[config.mk]
export PLATFORM = sky130hd
export DESIGN_NAME = speck_ks_round_decrypt_unit
export DESIGN_NICKNAME = d
export VERILOG_FILES = /design/src/rtl/speck_ks_round_decrypt_unit.sv
export SDC_FILE = /design/constraint.sdc
export NUM_CORES = 1
export LEC_CHECK = 0
export BUFFER_PORTS_ARGS = -buffer_cell sky130_fd_sc_hd__buf_2
export CORE_MARGIN = 3
export CORE_UTILIZATION = 57
export CTS_CLUSTER_SIZE = 25
export DETAILED_ROUTE_END_ITERATION = 8
export GPL_TIMING_DRIVEN = 0
export PLACE_DENSITY_LB_ADDON = 0.2
export SLEW_MARGIN = 20
export SYNTH_ARGS = -nofsm -noshare
export SYNTH_HDL_FRONTEND = slang
export SYNTH_SLANG_ARGS = --single-unit
[constraint.sdc]
create_clock -name clk -period 4.2 [get_ports clk]
set_input_delay 0.84 -clock clk [delete_from_list [all_inputs] [get_ports clk]]
set_output_delay 0.84 -clock clk [all_outputs]
set_load 0.005 [all_outputs]
[src/rtl/speck_ks_round_decrypt_unit.sv]
// SPECK128/128 building blocks: one key-expansion step and one decryption round,
// each behind its own start/finished handshake. The channels share clock and reset only.
module speck_ks_round_decrypt_unit #(
   parameter int unsigned BLOCK_SIZE = 64,
   parameter int unsigned KEY_SIZE   = 128,
   parameter int unsigned NR_ROUNDS  = 32
) (
   input  logic                  clk,
   input  logic                  rst_n,
   // key-expansion channel
   input  logic                  ks_start,
   input  logic [BLOCK_SIZE-1:0] ks_round_ctr,
   input  logic [KEY_SIZE-1:0]   ks_key_in,
   output logic [KEY_SIZE-1:0]   ks_key_out,
   output logic                  ks_finished,
   output logic [3:0]            ks_state,
   // decrypt-round channel
   input  logic                  rd_start,
   input  logic [BLOCK_SIZE-1:0] rd_subkey,
   input  logic [KEY_SIZE-1:0]   rd_ciphertext,
   output logic [KEY_SIZE-1:0]   rd_plaintext,
   output logic                  rd_finished,
   output logic [3:0]            rd_state
);

   localparam int unsigned ALPHA = 8;
   localparam int unsigned BETA  = 3;

   typedef enum logic [3:0] {
      IDLE = 4'd0,
      CALC = 4'd1,
      DONE = 4'd2
   } state_e;

   // Reject parameter sets that cannot form a valid word pair / round count.
   if (KEY_SIZE != 2 * BLOCK_SIZE || NR_ROUNDS == 0) begin : g_param_check
      $error("speck_ks_round_decrypt_unit: KEY_SIZE must be 2*BLOCK_SIZE and NR_ROUNDS nonzero");
   end

   function automatic logic [BLOCK_SIZE-1:0] ror(input logic [BLOCK_SIZE-1:0] x,
                                                 input int unsigned s);
      return (x >> s) | (x << (BLOCK_SIZE - s));
   endfunction

   function automatic logic [BLOCK_SIZE-1:0] rol(input logic [BLOCK_SIZE-1:0] x,
                                                 input int unsigned s);
      return (x << s) | (x >> (BLOCK_SIZE - s));
   endfunction

   // Round 0 passes the master key through so its upper word is round key 0.
   function automatic logic [KEY_SIZE-1:0] ks_step(input logic [BLOCK_SIZE-1:0] r,
                                                   input logic [KEY_SIZE-1:0]   kl);
      logic [BLOCK_SIZE-1:0] k;
      logic [BLOCK_SIZE-1:0] l;
      logic [BLOCK_SIZE-1:0] k_n;
      logic [BLOCK_SIZE-1:0] l_n;
      k   = kl[KEY_SIZE-1 -: BLOCK_SIZE];
      l   = kl[BLOCK_SIZE-1:0];
      l_n = (k + ror(l, ALPHA)) ^ (r - BLOCK_SIZE'(1));
      k_n = rol(k, BETA) ^ l_n;
      if (r == '0) begin
         return kl;
      end
      return KEY_SIZE'({k_n, l_n});
   endfunction

   // Inverse of the SPECK encryption round.
   function automatic logic [KEY_SIZE-1:0] rd_step(input logic [BLOCK_SIZE-1:0] k,
                                                   input logic [KEY_SIZE-1:0]   ct);
      logic [BLOCK_SIZE-1:0] x;
      logic [BLOCK_SIZE-1:0] y;
      logic [BLOCK_SIZE-1:0] x_n;
      logic [BLOCK_SIZE-1:0] y_n;
      x   = ct[KEY_SIZE-1 -: BLOCK_SIZE];
      y   = ct[BLOCK_SIZE-1:0];
      y_n = ror(x ^ y, BETA);
      x_n = rol((x ^ k) - y_n, ALPHA);
      return KEY_SIZE'({x_n, y_n});
   endfunction

   // ---------------- key-expansion channel ----------------
   state_e                ks_state_q, ks_state_d;
   logic [BLOCK_SIZE-1:0] ks_ctr_q,   ks_ctr_d;
   logic [KEY_SIZE-1:0]   ks_key_q,   ks_key_d;
   logic [KEY_SIZE-1:0]   ks_out_q,   ks_out_d;
   logic                  ks_fin_q,   ks_fin_d;

   // Key channel next-state: latch in IDLE/DONE, compute in CALC, hold in DONE.
   always_comb begin
      ks_state_d = ks_state_q;
      ks_ctr_d   = ks_ctr_q;
      ks_key_d   = ks_key_q;
      ks_out_d   = ks_out_q;
      ks_fin_d   = ks_fin_q;
      case (ks_state_q)
         IDLE: begin
            ks_fin_d = 1'b0;
            if (ks_start) begin
               ks_ctr_d   = ks_round_ctr;
               ks_key_d   = ks_key_in;
               ks_state_d = CALC;
            end
         end
         CALC: begin
            ks_out_d   = ks_step(ks_ctr_q, ks_key_q);
            ks_fin_d   = 1'b1;
            ks_state_d = DONE;
         end
         DONE: begin
            if (ks_start) begin
               ks_ctr_d   = ks_round_ctr;
               ks_key_d   = ks_key_in;
               ks_fin_d   = 1'b0;
               ks_state_d = CALC;
            end
         end
         default: begin
            ks_fin_d   = 1'b0;
            ks_state_d = IDLE;
         end
      endcase
   end

   // Key channel registers.
   always_ff @(posedge clk or negedge rst_n) begin
      if (!rst_n) begin
         ks_state_q <= IDLE;
         ks_ctr_q   <= '0;
         ks_key_q   <= '0;
         ks_out_q   <= '0;
         ks_fin_q   <= 1'b0;
      end else begin
         ks_state_q <= ks_state_d;
         ks_ctr_q   <= ks_ctr_d;
         ks_key_q   <= ks_key_d;
         ks_out_q   <= ks_out_d;
         ks_fin_q   <= ks_fin_d;
      end
   end

   assign ks_key_out  = ks_out_q;
   assign ks_finished = ks_fin_q;
   assign ks_state    = 4'(ks_state_q);

   // ---------------- decrypt-round channel ----------------
   state_e                rd_state_q, rd_state_d;
   logic [BLOCK_SIZE-1:0] rd_k_q,     rd_k_d;
   logic [KEY_SIZE-1:0]   rd_ct_q,    rd_ct_d;
   logic [KEY_SIZE-1:0]   rd_out_q,   rd_out_d;
   logic                  rd_fin_q,   rd_fin_d;

   // Decrypt channel next-state: same handshake as the key channel.
   always_comb begin
      rd_state_d = rd_state_q;
      rd_k_d     = rd_k_q;
      rd_ct_d    = rd_ct_q;
      rd_out_d   = rd_out_q;
      rd_fin_d   = rd_fin_q;
      case (rd_state_q)
         IDLE: begin
            rd_fin_d = 1'b0;
            if (rd_start) begin
               rd_k_d     = rd_subkey;
               rd_ct_d    = rd_ciphertext;
               rd_state_d = CALC;
            end
         end
         CALC: begin
            rd_out_d   = rd_step(rd_k_q, rd_ct_q);
            rd_fin_d   = 1'b1;
            rd_state_d = DONE;
         end
         DONE: begin
            if (rd_start) begin
               rd_k_d     = rd_subkey;
               rd_ct_d    = rd_ciphertext;
               rd_fin_d   = 1'b0;
               rd_state_d = CALC;
            end
         end
         default: begin
            rd_fin_d   = 1'b0;
            rd_state_d = IDLE;
         end
      endcase
   end

   // Decrypt channel registers.
   always_ff @(posedge clk or negedge rst_n) begin
      if (!rst_n) begin
         rd_state_q <= IDLE;
         rd_k_q     <= '0;
         rd_ct_q    <= '0;
         rd_out_q   <= '0;
         rd_fin_q   <= 1'b0;
      end else begin
         rd_state_q <= rd_state_d;
         rd_k_q     <= rd_k_d;
         rd_ct_q    <= rd_ct_d;
         rd_out_q   <= rd_out_d;
         rd_fin_q   <= rd_fin_d;
      end
   end

   assign rd_plaintext = rd_out_q;
   assign rd_finished  = rd_fin_q;
   assign rd_state     = 4'(rd_state_q);

endmodule

==> metrics, run 1 <==
chip height 256 um; Psw about 11 mW; most frequent cells after synthesis dfrtp_1 (646), nand2_1 (403), mux2_2 (384); Multi-input gate area 18600 um^2; combinational share of power 43.6%; Unique masters post-synth 78; most area-consuming cells after synthesis dfrtp_1 (45%), mux2_2 (12%), xnor2_1 (7.3%); fin area 42600 um^2; Buffers on Ports 649; setup TNS -0.0162 ns; Crit path largest cell delay 0.68 ns; Total Routing Usage GR 37.4%; Syn-to-layout area delta 19.6%; Filler cells 4933; Nets roughly 4700; GR Overflow Total 0; switching part of the total 39.8%; async set-reset flop share out of synthesis 100%; WP data required approximately 4.7 ns; Fin. Hold Viols 0; Placed Area 40100 um^2; fin util 69.8%; Max IR drop VDD 0.000450 V; Synthesis Warnings 0; Final setup viols 1; most common cell in the netlist dfrtp_1; CP top delay family simple AND/OR/NAND/NOR gates; Clock Latency Late Sink 0.62 ns; CTS tree yes; worst setup path class flip-flop to flip-flop; vias in the first global route 30289; CTS Sinks around 650; # DRC 0; wire length per cell approximately 25 um; Post-Syn Area 35600 um^2; top-area cell type share of the netlist area 45.4%; DRT Pass-1 Iters 6; LEAKAGE 19.2 nW; global-route wire length before repair 187000 um; chip width 256 um; average size of a mapped cell approximately 10 um^2; Crit-path slowest cell clkbuf_1; Arr. time, crit path between 4 and 5 ns; crit-path cells or3_1, nor3_1, nand4_2, or3_1, clkbuf_1, nor4_4, clkbuf_1, o21ai_1, o21a_1; Routed WL 126000 um; post-DP HPWL 99600 um; unrepaired setup endpoints after global routing yes; Clk pwr share 23.0%; Main synth FF type dfrtp_1; Worst Setup Start Kind flip-flop; Worst-Margin Slew 1.07 ns; Max Fclk 237 MHz; clk buf depth 3; gpl congestion 0.980; Initial Util approximately 58%; Post-CTS Hold Buffers 0; sequential power share 33.4%; pwr dens 659 nW/um^2; H-tree depth 3; Post-synth EDFFs 0; Iter 0 DRT Violations 2813; Max-Cap Viols 0; status complete, but fails checks; Final period util 100%; share of layout cells above drive strength 1 28.6%; vias after detailed routing 30570; min cycle time layout between 4 and 5 ns; FF/Latch Area approximately 16000 um^2; failing checks negative setup slack; Vias per Instance 5.96; critical path peak fanout 10; Core ar. 61000 um^2; largest net degree at the start of global routing 101; root buf cell clkbuf_16; Hold Path Class input pin to async pin; Top-Level Pins around 650; initial antenna violation count 31; skew final just under 0.03 ns; Std-Cell Rows 90; die footprint 65500 um^2; Yosys reg bits 646; clk slew on worst S/H paths 0.06 ns; number of buffers created by CTS between 70 and 80; DRT antenna net count 0; worst relative slew slack around 29%; Int Pwr between 15 and 20 mW; area leader, netlist dfrtp_1; Gate Count Post-Synth 3495; worst path buffer plus inverter count 2; Critical Path Sink Type flip-flop; Seq/Total Area, Yosys between 40% and 50%; Final WS setup -0.0162 ns; pins over their slew limit 0
[cells in the final DEF (no fill, tap or decap), drive strengths merged, types with 18 or more instances in the layout]
cell type / synthesis / final
a211oi: 20 / 20
a21o: 55 / 55
a21oi: 215 / 215
a31oi: 48 / 48
and3: 36 / 36
buf: 30 / 688
clkbuf: 160 / 257
dfrtp: 646 / 646
diode: 0 / 18
ha: 128 / 128
inv: 37 / 41
mux2: 384 / 384
nand2: 404 / 404
nand3: 47 / 47
nand4: 35 / 35
nor2: 185 / 185
nor2b: 18 / 18
nor3: 42 / 42
o21ai: 337 / 337
o21bai: 25 / 25
or3: 21 / 21
xnor2: 298 / 298
xor2: 140 / 140
[registers in the layout (all words and copies together), names as in the netlist]
name          flops
rd_state          2
rd_k_q           64
ks_key_q        128
ks_key_out      128
rd_plaintext    128
ks_state          2
rd_finished       1
rd_ct_q         128
ks_ctr_q         64
ks_finished       1
[cells by family after synthesis]
logic type	synth area share, %
DFF	45.4
other	0.0105
and+or+nand+nor	11.2
AOI/OAI and AO/OA	12.9
buffers and inverters	2.60
adders and majority gates	4.61
muxes	12.4
xor gates and xnor gates	10.9
[area by class of cell]
type	count	area share [%]
plain buffers	190	1.85
multi-input cells	2625	43.6
diodes	18	0.106
clock buffers	97	4.71
clock inverters	27	0.852
inverters	37	0.326
repair buffers	658	8.14
flip-flops and latches	646	38.0
well taps	828	2.43
[metal layers]
layer / GRT usage, % / routed length, um
met5: 0 / 189
met4: 17.0 / 6680
met3: 10.5 / 11900
met2: 62.1 / 59900
met1: 45.5 / 47300
[final timing paths]
path                                  start               end  cells past startpoint  slack, ns
setup / recovery               ks_ctr_q[30]    ks_key_out[61]                      9      -0.02
hold reg to reg            rd_plaintext[86]  rd_plaintext[86]                      2       0.47
hold / removal                        rst_n    ks_key_out[72]                      1       0.12
max in group asynchronous             rst_n       rd_ct_q[37]                      4       2.44
min in group clk              rd_subkey[15]        rd_k_q[15]                      2       0.44
setup reg to reg               ks_ctr_q[30]    ks_key_out[61]                      9      -0.02
[power groups by stage]
stage | Sequential [mW] | Combinational, mW | Clock, mW
floorplan | 9.03 | 7.82 | 0
global route | 9.51 | 13.4 | 6.74
global placement | 9.35 | 11.7 | 0
detailed placement | 9.39 | 11.9 | 0
finish | 9.36 | 12.2 | 6.45
CTS | 9.31 | 12.0 | 6.51
[stage by stage]
stage	power (mW)	hold WS (ns)	setup WS [ns]	instances
global route	29.6	0.142	-0.0638	5117
CTS	27.9	0.120	0.0155	5108
global placement	21.1	0.457	-11.23	4975
detailed placement	21.3	0.465	-0.496	4982
finish	28.1	0.124	-0.0162	5126
floorplan	16.8	0.473	0.904	3498
[timing repair]
item / CTS / global route
buffers inserted: 2 / 0
pin swaps: 1 / 0
gates resized for setup: 7 / 15
endpoints found under the setup margin: 16 / 34
Power figures use the tool's default switching activity.
==> inputs of run 2 (changes only) <==
Settings changed: CORE_ASPECT_RATIO set to 2.
==> metrics, run 2 (synthesis results as in run 1) <==
status complete, but fails checks; failing checks negative setup slack; gpl congestion 1.02 (+3.7%); placed cells 4940 (-0.84%); global-route wire length before repair 200000 um (+7.0%); Hold Path Class input pin to async pin; Placed Area 40100 um^2 (about the same); switching part of the total 41.4% (+1.6 points); unrepaired setup endpoints after global routing no; Max-Cap Viols 0 (unchanged); share of layout cells above drive strength 1 29.0% (+0.43 points); combinational share of power 46.0% (+2.4 points); Int Pwr 16.2 mW (-4.0%); chip width 183 um (-29%); Max Fclk 237 MHz (-0.12%); worst relative slew slack 22.5% (-6.4 points); chip height 359 um (+40%); CTS tree yes; # DRC 0 (unchanged); Arr. time, crit path 4.81 ns (+0.09 ns); Core ar. 61800 um^2 (+1.3%); Top-Level Pins 654 (unchanged); Vias per Instance 6.05 (+1.5%); Clk pwr share 20.2% (-2.8 points); Iter 0 DRT Violations 2028 (-28%); Buffers on Ports 649 (unchanged); Routed WL 137000 um (+9.1%); Initial Util 57.6% (-0.74 points); Total Routing Usage GR 40.9% (+3.5 points); clk buf depth 3 (unchanged); vias in the first global route 32453 (+7.1%); Clock Latency Late Sink 0.66 ns (+0.04 ns); Std-Cell Rows 129 (+43%); Final setup viols 1 (unchanged); Syn-to-layout area delta 19.0%; DRT antenna net count 0 (unchanged); RR Startpoint ks_key_q[69]; clk slew on worst S/H paths 0.06 ns (about the same); Psw 11.5 mW (+2.5%); R2R cell count 12 (+3); die footprint 65700 um^2 (+0.28%); Worst Setup Start Kind flip-flop; commonest non-fill, non-tap cells in the layout buf_2 (663), dfrtp_1 (646), nand2_1 (403); fin area 42400 um^2 (-0.52%); r2r setup slk -0.02 ns (about the same); GR Overflow Total 0 (unchanged); CP Launch Point ks_key_q[69]; CTS Sinks 646 (unchanged); H-tree depth 2 (-1); largest net degree at the start of global routing 101 (unchanged); pwr dens 653 nW/um^2 (-0.86%); Max IR drop VDD 0.000449 V (-0.34%); sequential power share 33.8% (+0.4 points); root buf cell clkbuf_16; skew final 0.0181 ns (-0.0113 ns); Filler cells 5081 (+3.0%); pins over their slew limit 0 (unchanged); Critical Path Sink Type flip-flop; Worst-Margin Slew 1.16 ns (+0.0966 ns); Final WS setup -0.0213 ns (-0.00508 ns); vias after detailed routing 30669 (+0.32%); WP data required 4.78 ns (+0.07 ns); wire length per cell 27.1 um (+10%); fin util 68.5% (-1.2 points); RR Endpoint ks_key_out[125]; Nets 4734 (-0.27%); most common cell after layout, fill and taps aside buf_2; final instance count without filler cells 5068 (-1.1%); number of buffers created by CTS 57 (-20%); min cycle time layout 4.22 ns (+0.00508 ns); Fin. Hold Viols 0 (unchanged); Final period util 101% (+0.12 points); post-DP HPWL 112000 um (+12%); Post-CTS Hold Buffers 0 (unchanged); worst setup path class flip-flop to flip-flop; initial antenna violation count 27 (-13%); DRT Pass-1 Iters 8 (+2); LEAKAGE 19.1 nW (-0.45%); critical path peak fanout 5 (-5)
==> run 2: cell count changes in the layout (fill, tap and decap cells not counted), sizes merged <==
cell,before,now
inv,41,39
clkbuf,257,238
diode,18,20
clkinvlp,4,5
bufinv,7,5
buf,688,691
clkinv,12,13
==> run 2: power groups by stage <==
stage	logic [mW]	registers (mW)	clock network [mW]
after detailed placement	12.3	9.38	0
after floorplan	7.82	9.03	0
after CTS	12.5	9.29	5.64
after global placement	12.1	9.32	0
after global routing	13.8	9.48	5.86
final	12.7	9.35	5.59
==> run 2: cell type report <==
| cell class | count | area (um^2) | area share (%) |
|---|---|---|---|
| multi-input combinational | 2625 | 18800 | 44.3 |
| inverter | 37 | 139 | 0.328 |
| antenna | 20 | 50.0 | 0.118 |
| tap | 786 | 983 | 2.32 |
| clock inverter | 25 | 293 | 0.691 |
| buffer | 187 | 783 | 1.85 |
| timing repair buffer | 662 | 3510 | 8.28 |
| sequential | 646 | 16200 | 38.2 |
| clock buffer | 80 | 1660 | 3.93 |
==> run 2: how the worst max path moves through the flow <==
stage	to	slack, ns
after floorplan	rd_plaintext[122]	0.90
after global placement	rd_ct_q[122]	-11.26
after detailed placement	ks_key_out[121]	-0.77
after CTS	ks_key_out[122]	-0.11
after global routing	rd_plaintext[67]	0.004
final	ks_key_out[125]	-0.02
==> run 2: worst max-delay path, stage by stage (launching register included) <==
cell and delay [ns]:
dfrtp_1 0.46, ha_1 0.43, o21ai_0 0.12, a21boi_0 0.31, o211ai_1 0.29, a2111oi_2 0.56, o21ai_2 0.21, a21oi_2 0.42
a31oi_2 0.25, o21ai_1 0.40, xnor2_1 0.18, or4_1 0.43, nand3_1 0.09
==> run 2: stage by stage <==
stage	total power [mW]	hold slack, ns	setup TNS, ns	setup slack (ns)
after CTS	27.4	0.112	-0.315	-0.109
after global routing	29.2	0.135	0	0.00418
final	27.7	0.122	-0.0213	-0.0213
after detailed placement	21.7	0.465	-14.09	-0.767
after floorplan	16.8	0.473	0	0.904
after global placement	21.5	0.455	-7193.91	-11.26
==> run 2: routing by layer <==
layer	part of all wire, %	track usage (%)
met5	0.071	0
met4	9.3	31.4
met3	8.5	10.5
met2	51	73.3
met1	31	39.2
==> run 2: repair_timing <==
action,CTS,global route
hold endpoints to repair,0,0
pin swaps,3,4
setup buffers,2,4
resized for setup,23,36
endpoints found under the setup margin,75,65
